===== src/rtl/dmem_port_arbiter_if.sv =====
// ============================================================================
// Module : dmem_port_arbiter_if
// Brief  : Bundles the core, external and DataMemory sides of the arbiter.
// Rev    : 1.0  initial release
// ============================================================================
`default_nettype none

interface dmem_port_arbiter_if #(
    parameter int AW = 32,
    parameter int DW = 32
);
    // core load/store path
    logic          core_req;
    logic          core_we;
    logic [AW-1:0] core_addr;
    logic [DW-1:0] core_wdata;
    logic          core_stall;
    logic          core_rvalid;
    logic [DW-1:0] core_rdata;

    // external debug/DMA requester
    logic          ext_req;
    logic          ext_we;
    logic [AW-1:0] ext_addr;
    logic [DW-1:0] ext_wdata;
    logic          ext_gnt;
    logic          ext_rvalid;
    logic [DW-1:0] ext_rdata;

    // DataMemory port
    logic          mem_wr_en;
    logic [AW-1:0] mem_addr;
    logic [DW-1:0] mem_wr_data;
    logic [DW-1:0] mem_rd_data;

    // Requesters and memory together form the master view.
    modport master (
        output core_req, core_we, core_addr, core_wdata,
        input  core_stall, core_rvalid, core_rdata,
        output ext_req, ext_we, ext_addr, ext_wdata,
        input  ext_gnt, ext_rvalid, ext_rdata,
        input  mem_wr_en, mem_addr, mem_wr_data,
        output mem_rd_data
    );

    modport slave (
        input  core_req, core_we, core_addr, core_wdata,
        output core_stall, core_rvalid, core_rdata,
        input  ext_req, ext_we, ext_addr, ext_wdata,
        output ext_gnt, ext_rvalid, ext_rdata,
        output mem_wr_en, mem_addr, mem_wr_data,
        input  mem_rd_data
    );
endinterface

`default_nettype wire


===== src/rtl/dmem_port_arbiter.sv =====
// ============================================================================
// Module : dmem_port_arbiter
// Brief  : Per-cycle arbiter sharing the DataMemory port between the core and
//          an external requester; core priority with bounded ext starvation.
// Rev    : 1.0  initial release
// ============================================================================
`default_nettype none

module dmem_port_arbiter #(
    parameter int AW       = 32,
    parameter int DW       = 32,
    parameter int MAX_WAIT = 4
) (
    input  logic              clock,
    input  logic              reset,
    dmem_port_arbiter_if.slave bus
);

    localparam int            CW         = $clog2(MAX_WAIT + 1);
    localparam logic [CW-1:0] c_max_wait = CW'(MAX_WAIT);

    typedef enum logic [1:0] {
        OWN_NONE = 2'd0,
        OWN_CORE = 2'd1,
        OWN_EXT  = 2'd2
    } rd_owner_e;

    logic [CW-1:0] wait_cnt_q;
    logic [CW-1:0] wait_cnt_d;
    rd_owner_e     rd_owner_q;
    rd_owner_e     rd_owner_d;

    logic ext_gnt;
    logic core_gnt;

    // Grants are qualified by reset so nothing reaches memory while it is low.
    always_comb begin
        ext_gnt  = reset && bus.ext_req &&
                   (!bus.core_req || (wait_cnt_q >= c_max_wait));
        core_gnt = reset && bus.core_req && !ext_gnt;
    end

    always_comb begin
        bus.ext_gnt    = ext_gnt;
        bus.core_stall = bus.core_req && ext_gnt;

        bus.mem_wr_en   = 1'b0;
        bus.mem_addr    = '0;
        bus.mem_wr_data = '0;
        if (ext_gnt) begin
            bus.mem_wr_en   = bus.ext_we;
            bus.mem_addr    = bus.ext_addr;
            bus.mem_wr_data = bus.ext_wdata;
        end else if (core_gnt) begin
            bus.mem_wr_en   = bus.core_we;
            bus.mem_addr    = bus.core_addr;
            bus.mem_wr_data = bus.core_wdata;
        end
    end

    always_comb begin
        wait_cnt_d = '0;
        if (bus.ext_req && !ext_gnt) begin
            wait_cnt_d = (wait_cnt_q >= c_max_wait) ? c_max_wait
                                                    : wait_cnt_q + CW'(1);
        end
    end

    always_comb begin
        rd_owner_d = OWN_NONE;
        if (ext_gnt && !bus.ext_we) begin
            rd_owner_d = OWN_EXT;
        end else if (core_gnt && !bus.core_we) begin
            rd_owner_d = OWN_CORE;
        end
    end

    always_ff @(posedge clock or negedge reset) begin
        if (!reset) begin
            wait_cnt_q <= '0;
            rd_owner_q <= OWN_NONE;
        end else begin
            wait_cnt_q <= wait_cnt_d;
            rd_owner_q <= rd_owner_d;
        end
    end

    // The owner recorded at grant time steers the returning memory data.
    always_comb begin
        bus.core_rvalid = (rd_owner_q == OWN_CORE);
        bus.ext_rvalid  = (rd_owner_q == OWN_EXT);
        bus.core_rdata  = bus.core_rvalid ? bus.mem_rd_data : '0;
        bus.ext_rdata   = bus.ext_rvalid  ? bus.mem_rd_data : '0;
    end

endmodule

`default_nettype wire


===== src/flat_wrapper.sv =====
// flat-port wrapper written by rule: the top's interface ports become plain ports
module dmem_port_arbiter_flat 
#(
    parameter int AW       = 32,
    parameter int DW       = 32,
    parameter int MAX_WAIT = 4
)
  (clock, reset, bus_core_req, bus_core_we, bus_core_addr, bus_core_wdata, bus_core_stall, bus_core_rvalid, bus_core_rdata, bus_ext_req, bus_ext_we, bus_ext_addr, bus_ext_wdata, bus_ext_gnt, bus_ext_rvalid, bus_ext_rdata, bus_mem_wr_en, bus_mem_addr, bus_mem_wr_data, bus_mem_rd_data);
  dmem_port_arbiter_if #(.AW(AW), .DW(DW)) bus_i ();
  input  logic clock;
  input  logic reset;
  input wire logic [$bits(bus_i.core_req)-1:0] bus_core_req;
  input wire logic [$bits(bus_i.core_we)-1:0] bus_core_we;
  input wire logic [$bits(bus_i.core_addr)-1:0] bus_core_addr;
  input wire logic [$bits(bus_i.core_wdata)-1:0] bus_core_wdata;
  output wire logic [$bits(bus_i.core_stall)-1:0] bus_core_stall;
  output wire logic [$bits(bus_i.core_rvalid)-1:0] bus_core_rvalid;
  output wire logic [$bits(bus_i.core_rdata)-1:0] bus_core_rdata;
  input wire logic [$bits(bus_i.ext_req)-1:0] bus_ext_req;
  input wire logic [$bits(bus_i.ext_we)-1:0] bus_ext_we;
  input wire logic [$bits(bus_i.ext_addr)-1:0] bus_ext_addr;
  input wire logic [$bits(bus_i.ext_wdata)-1:0] bus_ext_wdata;
  output wire logic [$bits(bus_i.ext_gnt)-1:0] bus_ext_gnt;
  output wire logic [$bits(bus_i.ext_rvalid)-1:0] bus_ext_rvalid;
  output wire logic [$bits(bus_i.ext_rdata)-1:0] bus_ext_rdata;
  output wire logic [$bits(bus_i.mem_wr_en)-1:0] bus_mem_wr_en;
  output wire logic [$bits(bus_i.mem_addr)-1:0] bus_mem_addr;
  output wire logic [$bits(bus_i.mem_wr_data)-1:0] bus_mem_wr_data;
  input wire logic [$bits(bus_i.mem_rd_data)-1:0] bus_mem_rd_data;
  assign bus_i.core_req = bus_core_req;
  assign bus_i.core_we = bus_core_we;
  assign bus_i.core_addr = bus_core_addr;
  assign bus_i.core_wdata = bus_core_wdata;
  assign bus_core_stall = bus_i.core_stall;
  assign bus_core_rvalid = bus_i.core_rvalid;
  assign bus_core_rdata = bus_i.core_rdata;
  assign bus_i.ext_req = bus_ext_req;
  assign bus_i.ext_we = bus_ext_we;
  assign bus_i.ext_addr = bus_ext_addr;
  assign bus_i.ext_wdata = bus_ext_wdata;
  assign bus_ext_gnt = bus_i.ext_gnt;
  assign bus_ext_rvalid = bus_i.ext_rvalid;
  assign bus_ext_rdata = bus_i.ext_rdata;
  assign bus_mem_wr_en = bus_i.mem_wr_en;
  assign bus_mem_addr = bus_i.mem_addr;
  assign bus_mem_wr_data = bus_i.mem_wr_data;
  assign bus_i.mem_rd_data = bus_mem_rd_data;
  dmem_port_arbiter #(.AW(AW), .DW(DW), .MAX_WAIT(MAX_WAIT)) u_core (.clock(clock), .reset(reset), .bus(bus_i));
endmodule

===== config.mk =====
export PLATFORM = sky130hd
export DESIGN_NAME = dmem_port_arbiter_flat
export DESIGN_NICKNAME = d
export VERILOG_FILES = /design/src/rtl/dmem_port_arbiter_if.sv /design/src/rtl/dmem_port_arbiter.sv /design/src/flat_wrapper.sv
export SDC_FILE = /design/constraint.sdc
export NUM_CORES = 1
export LEC_CHECK = 0
export CAP_MARGIN = 20
export CORE_AREA = 2 2 115 117
export CTS_BUF_LIST = sky130_fd_sc_hd__clkbuf_2 sky130_fd_sc_hd__clkbuf_4 sky130_fd_sc_hd__clkbuf_8
export DETAILED_ROUTE_END_ITERATION = 16
export DIE_AREA = 0 0 117 119
export PLACE_DENSITY = 0.62
export SYNTH_ARGS = -nofsm -noshare
export SYNTH_HDL_FRONTEND = slang
export SYNTH_SLANG_ARGS = --single-unit

===== constraint.sdc =====
create_clock -name clock -period 2.5 [get_ports clock]
set_input_delay 0.5 -clock clock [delete_from_list [all_inputs] [get_ports clock]]
set_output_delay 0.5 -clock clock [all_outputs]
set_load 0.03 [all_outputs]

* After elaboration in Yosys (flattened, before gate mapping) *
Cells that the tools add are included.

operators by class
  $lt $le $gt $ge = 1
  equality and inequality tests = 2
  multiplexer cells = 12
  reductions and logical operators = 13
  add/subtract/negate cells = 1

operators by type and width
  cell                 count
  $mux 32              6
  $logic_and 1x1->1    8
  $mux 3               2
  $logic_not 1->1      4
  $add 3x1->3 const B  1
  $ge 3x3->1 const B   1
  $mux 1               3
  $eq 2x1->1 const B   1
  $eq 2x2->1 const B   1
  $mux 2               1
  $logic_or 1x1->1     1

word-level totals
  word-level logic and storage cells = 31
  output and inout port bits = 133
  flip-flop bits (word level) = 5
  bits of input ports = 166

* Longest topological paths before layout *
Gate-level depths: netlist of run 1.

  depth after elaboration = 8
  depth in mapped cells = 5
  depth with buffers taken out = 3

* Worst setup path after synthesis of run 1 *
Ideal clock, no wire load.

  path kind = in2out
  start point = input port reset
  end point = output port bus_mem_addr[0]
  setup slack = 229 ps
  required time = 2000 ps
  arrival time = 1771 ps
  path buffers = 2
  stages on the path = 4
  path through = buf_2 > clkbuf_1 > nand2_1 > o32ai_1

between the ends
  longest elaborated chain between the ends = 6
  elaborated cells between the ends (all ways) = 7
  those cells by class = 2 x mux; 5 x reduce/logical

ends and longest elaborated chain
  item                            RTL line                 RTL
  start, declared                 flat_wrapper.sv:11       input logic reset;
  $logic_and 1x1->1 (2 in a row)  dmem_port_arbiter.sv:38  ext_gnt = reset && bus.ext_req &&
  $logic_not 1->1                 dmem_port_arbiter.sv:40  core_gnt = reset && bus.core_req && !ext_gnt;
  $logic_and 1x1->1               dmem_port_arbiter.sv:40
  $mux 32                         dmem_port_arbiter.sv:54  end else if (core_gnt) begin
  $mux 32 (*)                     dmem_port_arbiter.sv:50  if (ext_gnt) begin
  end, declared                   flat_wrapper.sv:27       output wire logic [$bits(bus_i.mem_addr)-1:0] bus_mem_addr;

Every way passes the cells marked *; elsewhere a longest branch is shown, timed or not.

* Worst setup path after layout of run 1 *
  start point = input port bus_ext_req
  end point = output port bus_mem_wr_data[7]

between the ends
  longest elaborated chain between the ends = 6

ends and longest elaborated chain
  item                                RTL line                 RTL
  start, declared                     flat_wrapper.sv:19       input wire logic [$bits(bus_i.ext_req)-1:0] bus_ext_req;
  $logic_and 1x1->1 (*) (2 in a row)  dmem_port_arbiter.sv:38
  $logic_not 1->1                     dmem_port_arbiter.sv:40
  $logic_and 1x1->1                   dmem_port_arbiter.sv:40
  $mux 32                             dmem_port_arbiter.sv:54
  $mux 32 (*)                         dmem_port_arbiter.sv:50
  end, declared                       flat_wrapper.sv:28       output wire logic [$bits(bus_i.mem_wr_data)-1:0] bus_mem_wr_data;

Marked as above.

==> results.toml, run 1 <==
[run_status]
status = "finished clean"

[power]
p_leak_nw = 2.28
p_per_area_nw_per_um2 = 225
fin_total_pwr_mw = 1.15
vdd_drop_max_v = 0.000118

[floorplanning]
num_rows = 42
design.core.area_um2 = 12900
die-area_um2 = 13900
ioPinCount = 299
fp.dieW_um = 117
start_util_pct = 16.2
die_y_um = 119

[clock_network]
root_buffer = "clkbuf_8"
tritoncts = "yes"
clkSlewWorstSetupHoldPaths_ps = 40
cts.sink_count = 5
cts_made_buffers = 3
htreeDepth = 1
postCtsSetupRepairBufs = 0
cts_buffer_depth = 2
clock_latency_ps = 220

[sta]
fin_ws_ps = 209
hold_violations = 0
period_needed_ps = 2290
fin_crit_sh_pct = 91.6
grt_setup_unrepaired = "no"
tightest_slew_ps = 379
setup_violations = 0
slew_viol_final = 0
fmax_mhz = 436
fin_worst_skew_ps = 2.26
relSlewSlack_pct = 74.7

[logic_synthesis]
syn_avg_cell_area_um2 = 6.40
syn_nets = 494
ys_ff_latch = 5
ys_types = 21
yosysSeqAreaShare_pct = 6.00
synthCells = 326
synth_area_um2 = 2090
yosysWarnings = 0

[place]
dp_hpwl_mm = 9.85
numPortBuffers = 298
place_worst_setup_slack_ps = -144
placed_area_um2 = 5060
gp_congestion = 0.796

[worst_hold_path]
worstHoldPathType = "register to register"
min_from = "u_core.wait_cnt_q[0]"
worstHoldEndpoint = "u_core.wait_cnt_q[0]"
holdPathStages = 1

[critical_path]
critPathArrivalTime_ps = 1790
cp_max_fo = 15
critical_path_class = "input port to output pin"
reg2reg_depth = 4
critPathLaunchType = "input port"
rr_endpoint = "u_core.wait_cnt_q[2]"
rr_startpoint = "u_core.wait_cnt_q[2]"
ff2ff_setup_slack_ps = 1160
crit_required_ps = 2000
worstSetupEndpointType = "output pin"

[global_route]
grt_pass1_wl_mm = 16.9
grtUsageTotal_pct = 15.2
grt_max_degree = 44
grt_overflow = 0
antenna_found_initial = 1
grt_pass1_vias = 3374

[detailed_routing]
route.met2.wl_mm = 6.16
drtIter0Drc = 88
wl_per_cell_um = 14.6
wl_met1_mm = 4.24
top_layer = "met4"
routed_wl_mm = 11.5
wl_met3_um = 975
post-route-drc-count = 0
first_pass_iters = 4
vias = 3493
drtAntennaViolNets = 0
viasPerCell = 4.41

[layout]
syn_to_final_growth_pct = 146
drive_gt1_share_pct = 31.1
fin_util_pct = 39.8
stdcell_area_um2 = 5120
final_common_cell = "clkdlybuf4s50_1"
fillers = 1332
fin_nets = 784
final_cell_mix = "clkdlybuf4s50_1, buf_4, nand2_1"

[run]
cap_violations = 0
==> worst max-delay path by stage <==
stage | from | endpoint | cells past startpoint | slack (ps)
6_report | bus_ext_req | bus_mem_wr_data[7] | 5 | 210
5_1_grt | bus_ext_req | bus_mem_addr[22] | 5 | 70
4_1_cts | bus_ext_req | bus_mem_addr[16] | 5 | 190
3_5_place_dp | bus_ext_req | bus_mem_addr[30] | 5 | -140
3_3_place_gp | bus_ext_req | bus_mem_addr[30] | 5 | -60
2_1_floorplan | reset | bus_mem_addr[0] | 4 | 230
==> flip-flops by register name, summed over array words and instances, names as in the netlist <==
name               cells
u_core.wait_cnt_q      3
u_core.rd_owner_q      2
==> report_power, final <==
group | total (mW) | internal (mW) | switching (mW)
clock network | 0.161 | 0.120 | 0.0406
registers | 0.0886 | 0.0855 | 0.00310
logic | 0.902 | 0.463 | 0.439
total | 1.15 | 0.669 | 0.483
==> kinds of logic after synthesis <==
family | share of synthesized area, %
compound gates | 34.8
fa+ha+maj | 1.20
buf+inv | 12.1
flops | 6.00
simple gates | 46.0
==> stage by stage <==
step                TNS (ps)  instances  hold slack, ps
floorplan                  0        326             204
global placement       -58.9        787             458
detailed placement      -327        787             464
CTS                        0        791             468
global route               0        792             505
finish                     0        792             474
==> repair_timing <==
item                       in CTS  in global routing
setup endpoints to repair      14                  0
hold buffers                    0                  0
gates resized for setup         4                  0
==> area by class of cell <==
type | instances | area (um2) | area share (%)
timing repair buffer | 328 | 2980 | 58.2
multi-input combinational | 274 | 1730 | 33.8
tap | 176 | 220 | 4.30
sequential | 5 | 125 | 2.44
clock buffer | 4 | 48.8 | 0.952
inverter | 4 | 15.0 | 0.293
antenna | 1 | 2.50 | 0.0488
==> synthesized netlist by cell type <==
library cell	number	area, um2
nand2_1	131	492
and2_1	64	400
o32ai_1	47	412
buf_2	18	90.1
o32ai_2	18	293
clkbuf_1	17	63.8
buf_6	6	67.6
dfrtp_1	5	125
inv_1	3	11.3
nor2b_1	3	18.8
buf_4	2	15.0
ha_1	2	25.0
nor3_1	2	10.0
a21bo_2	1	10.0
and4_1	1	8.76
and4b_1	1	10.0
inv_2	1	3.75
nand2b_1	1	6.26
nor2_1	1	3.75
nor4b_1	1	8.76
o221a_2	1	11.3
==> worst max-delay path, cell delays in order <==
cell and delay [ps]:
dlygate4sd2_1 330, inv_2 160, buf_4 220, o32ai_1 340, buf_4 230
==> layer usage <==
metal  vias up  GRT usage, %
met5         -             0
met4         0          3.16
met1      1576          16.1
met3        10          2.65
met2       184          30.3
li1       1723             -
Power figures use the tool's default switching activity.
==> run 2, diff against run 1 <==
--- a/config.mk
+++ b/config.mk
@@ -6,11 +6,14 @@
 export NUM_CORES = 1
 export LEC_CHECK = 0
 export CAP_MARGIN = 20
-export CORE_AREA = 2 2 115 117
+export CELL_PAD_IN_SITES_DETAIL_PLACEMENT = 0
+export CELL_PAD_IN_SITES_GLOBAL_PLACEMENT = 1
+export CORE_UTILIZATION = 15
 export CTS_BUF_LIST = sky130_fd_sc_hd__clkbuf_2 sky130_fd_sc_hd__clkbuf_4 sky130_fd_sc_hd__clkbuf_8
 export DETAILED_ROUTE_END_ITERATION = 16
-export DIE_AREA = 0 0 117 119
-export PLACE_DENSITY = 0.62
+export HOLD_SLACK_MARGIN = 0.12
+export MAX_ROUTING_LAYER = met4
+export PLACE_DENSITY = 0.91
 export SYNTH_ARGS = -nofsm -noshare
 export SYNTH_HDL_FRONTEND = slang
 export SYNTH_SLANG_ARGS = --single-unit
==> run 2 against run 1 <==
Net effect:
- flip-flop and latch count did not move
- register-to-register slack improved by 200 ps
- worst hold slack got worse by 330 ps
- cell count fell by 2.1%
- power fell by 2.0%
- critical path type unchanged
- highest routed layer unchanged
==> results.toml, run 2 (same netlist as run 1, synthesis figures left out) <==
[floorplanning]
num_rows = 42
die-area_um2 = 14400
start_util_pct = 15.6
design.core.area_um2 = 13400
die_y_um = 120
ioPinCount = 299
fp.dieW_um = 120

[clock_network]
ctsResizeCount = 0
htreeDepth = 1
postCtsSetupRepairBufs = 0
clock_latency_ps = 220
cts_made_buffers = 3
cts_buffer_depth = 2
cts.sink_count = 5
clkSlewWorstSetupHoldPaths_ps = 30
tritoncts = "yes"
root_buffer = "clkbuf_8"
cts_hold_buf = 0

[layout]
stdcell_area_um2 = 5030
largest_reg_flops = 3
syn_to_final_growth_pct = 141
antennaDiodeCount = 0
fillers = 1344
drive_gt1_share_pct = 29.2
final_cell_mix = "clkdlybuf4s50_1, buf_4, nand2_1"
top_register = "u_core.wait_cnt_q"
final_common_cell = "clkdlybuf4s50_1"
fin_nets = 768
top_regs = "u_core.wait_cnt_q x3, u_core.rd_owner_q x2"

[global_route]
antenna_found_initial = 0
grt_max_degree = 54
grt_pass1_vias = 3235
grt_overflow = 0
grt_pass1_wl_mm = 16.0
grtUsageTotal_pct = 14.1

[sta]
period_needed_ps = 2410
relSlewSlack_pct = 81.1
grt_setup_unrepaired = "no"
fmax_mhz = 415
tightest_slew_ps = 283
fin_worst_skew_ps = 0.103
hold_violations = 0
slew_viol_final = 0
fin_tns_setup_ps = 0
fin_ws_ps = 87.9
fin_crit_sh_pct = 96.5
setup_violations = 0

[critical_path]
reg2reg_depth = 3
critPathArrivalTime_ps = 1910
rr_startpoint = "u_core.wait_cnt_q[2]"
rr_endpoint = "u_core.wait_cnt_q[2]"
crit_required_ps = 2000
critPathLaunchType = "input port"
critical_path_class = "input port to output pin"
worstSetupEndpointType = "output pin"
cp_max_fo = 22
ff2ff_setup_slack_ps = 1360
critPathLaunch = "bus_core_req"

[detailed_routing]
vias = 3456
post-route-drc-count = 0
drtIter0Drc = 97
first_pass_iters = 4
viasPerCell = 4.46
drtAntennaViolNets = 0
wl_per_cell_um = 13.7
routed_wl_mm = 10.7

[power]
p_per_area_nw_per_um2 = 225
fin_total_pwr_mw = 1.13
vdd_drop_max_v = 0.000124
p_leak_nw = 2.21

[worst_hold_path]
worstHoldPathType = "input port to asynchronous set/reset pin"

[place]
numPortBuffers = 298
gp_congestion = 0.722
dp_hpwl_mm = 9.07
place_worst_setup_slack_ps = 55.0
placed_area_um2 = 4970

[run_status]
status = "finished clean"

[run]
cap_violations = 0
==> run 2: cell types whose count changed in the layout (fill, tap and decap cells not counted), sizes merged <==
cell / delta
buf: -16
clkdlybuf4s50: +1
diode: -1
dlygate4sd2: -2
dlymetal6s2s: +1
==> run 2: how the worst max path moves through the flow <==
stage	endpoint	slack, ps
2_1_floorplan	bus_mem_addr[0]	230
3_3_place_gp	bus_mem_wr_data[4]	100
3_5_place_dp	bus_mem_addr[20]	60
4_1_cts	bus_mem_addr[20]	40
5_1_grt	bus_mem_wr_data[21]	40
6_report	bus_mem_wr_data[22]	90
==> run 2: metrics by stage <==
step	hold WS (ps)	util, %	instances
floorplan	204	-	326
global placement	377	37.1	771
detailed placement	376	37.1	771
CTS	147	37.4	775
global route	145	37.5	775
finish	139	37.5	775
==> run 2: report_power, final <==
part | internal [mW] | switching [mW] | total, mW
Combinational | 0.450 | 0.431 | 0.881
Sequential | 0.0855 | 0.00313 | 0.0887
Clock | 0.120 | 0.0388 | 0.159
Total | 0.656 | 0.473 | 1.13
==> run 2: final cells by class <==
cell class | instances | area (um2) | area share, %
sequential | 5 | 125 | 2.49
inverter | 4 | 15.0 | 0.299
tap | 176 | 220 | 4.38
multi-input combinational | 274 | 1720 | 34.3
clock buffer | 4 | 48.8 | 0.971
timing repair buffer | 312 | 2890 | 57.6
==> run 2: layer usage <==
layer	share of wire, %	vias to the layer above	GRT usage, %	wire length [um]
met4	1.1	0	3.05	120
met2	54	203	27.9	5730
met3	7.9	10	2.23	841
met5	0	-	-	0
li1	-	1690	-	-
met1	37	1553	14.3	3970
==> run 2: critical path: stages <==
cell and delay (ps):
clkdlybuf4s50_1 450, nor2b_4 170, buf_12 170, buf_12 140, o32ai_2 260, buf_4 210
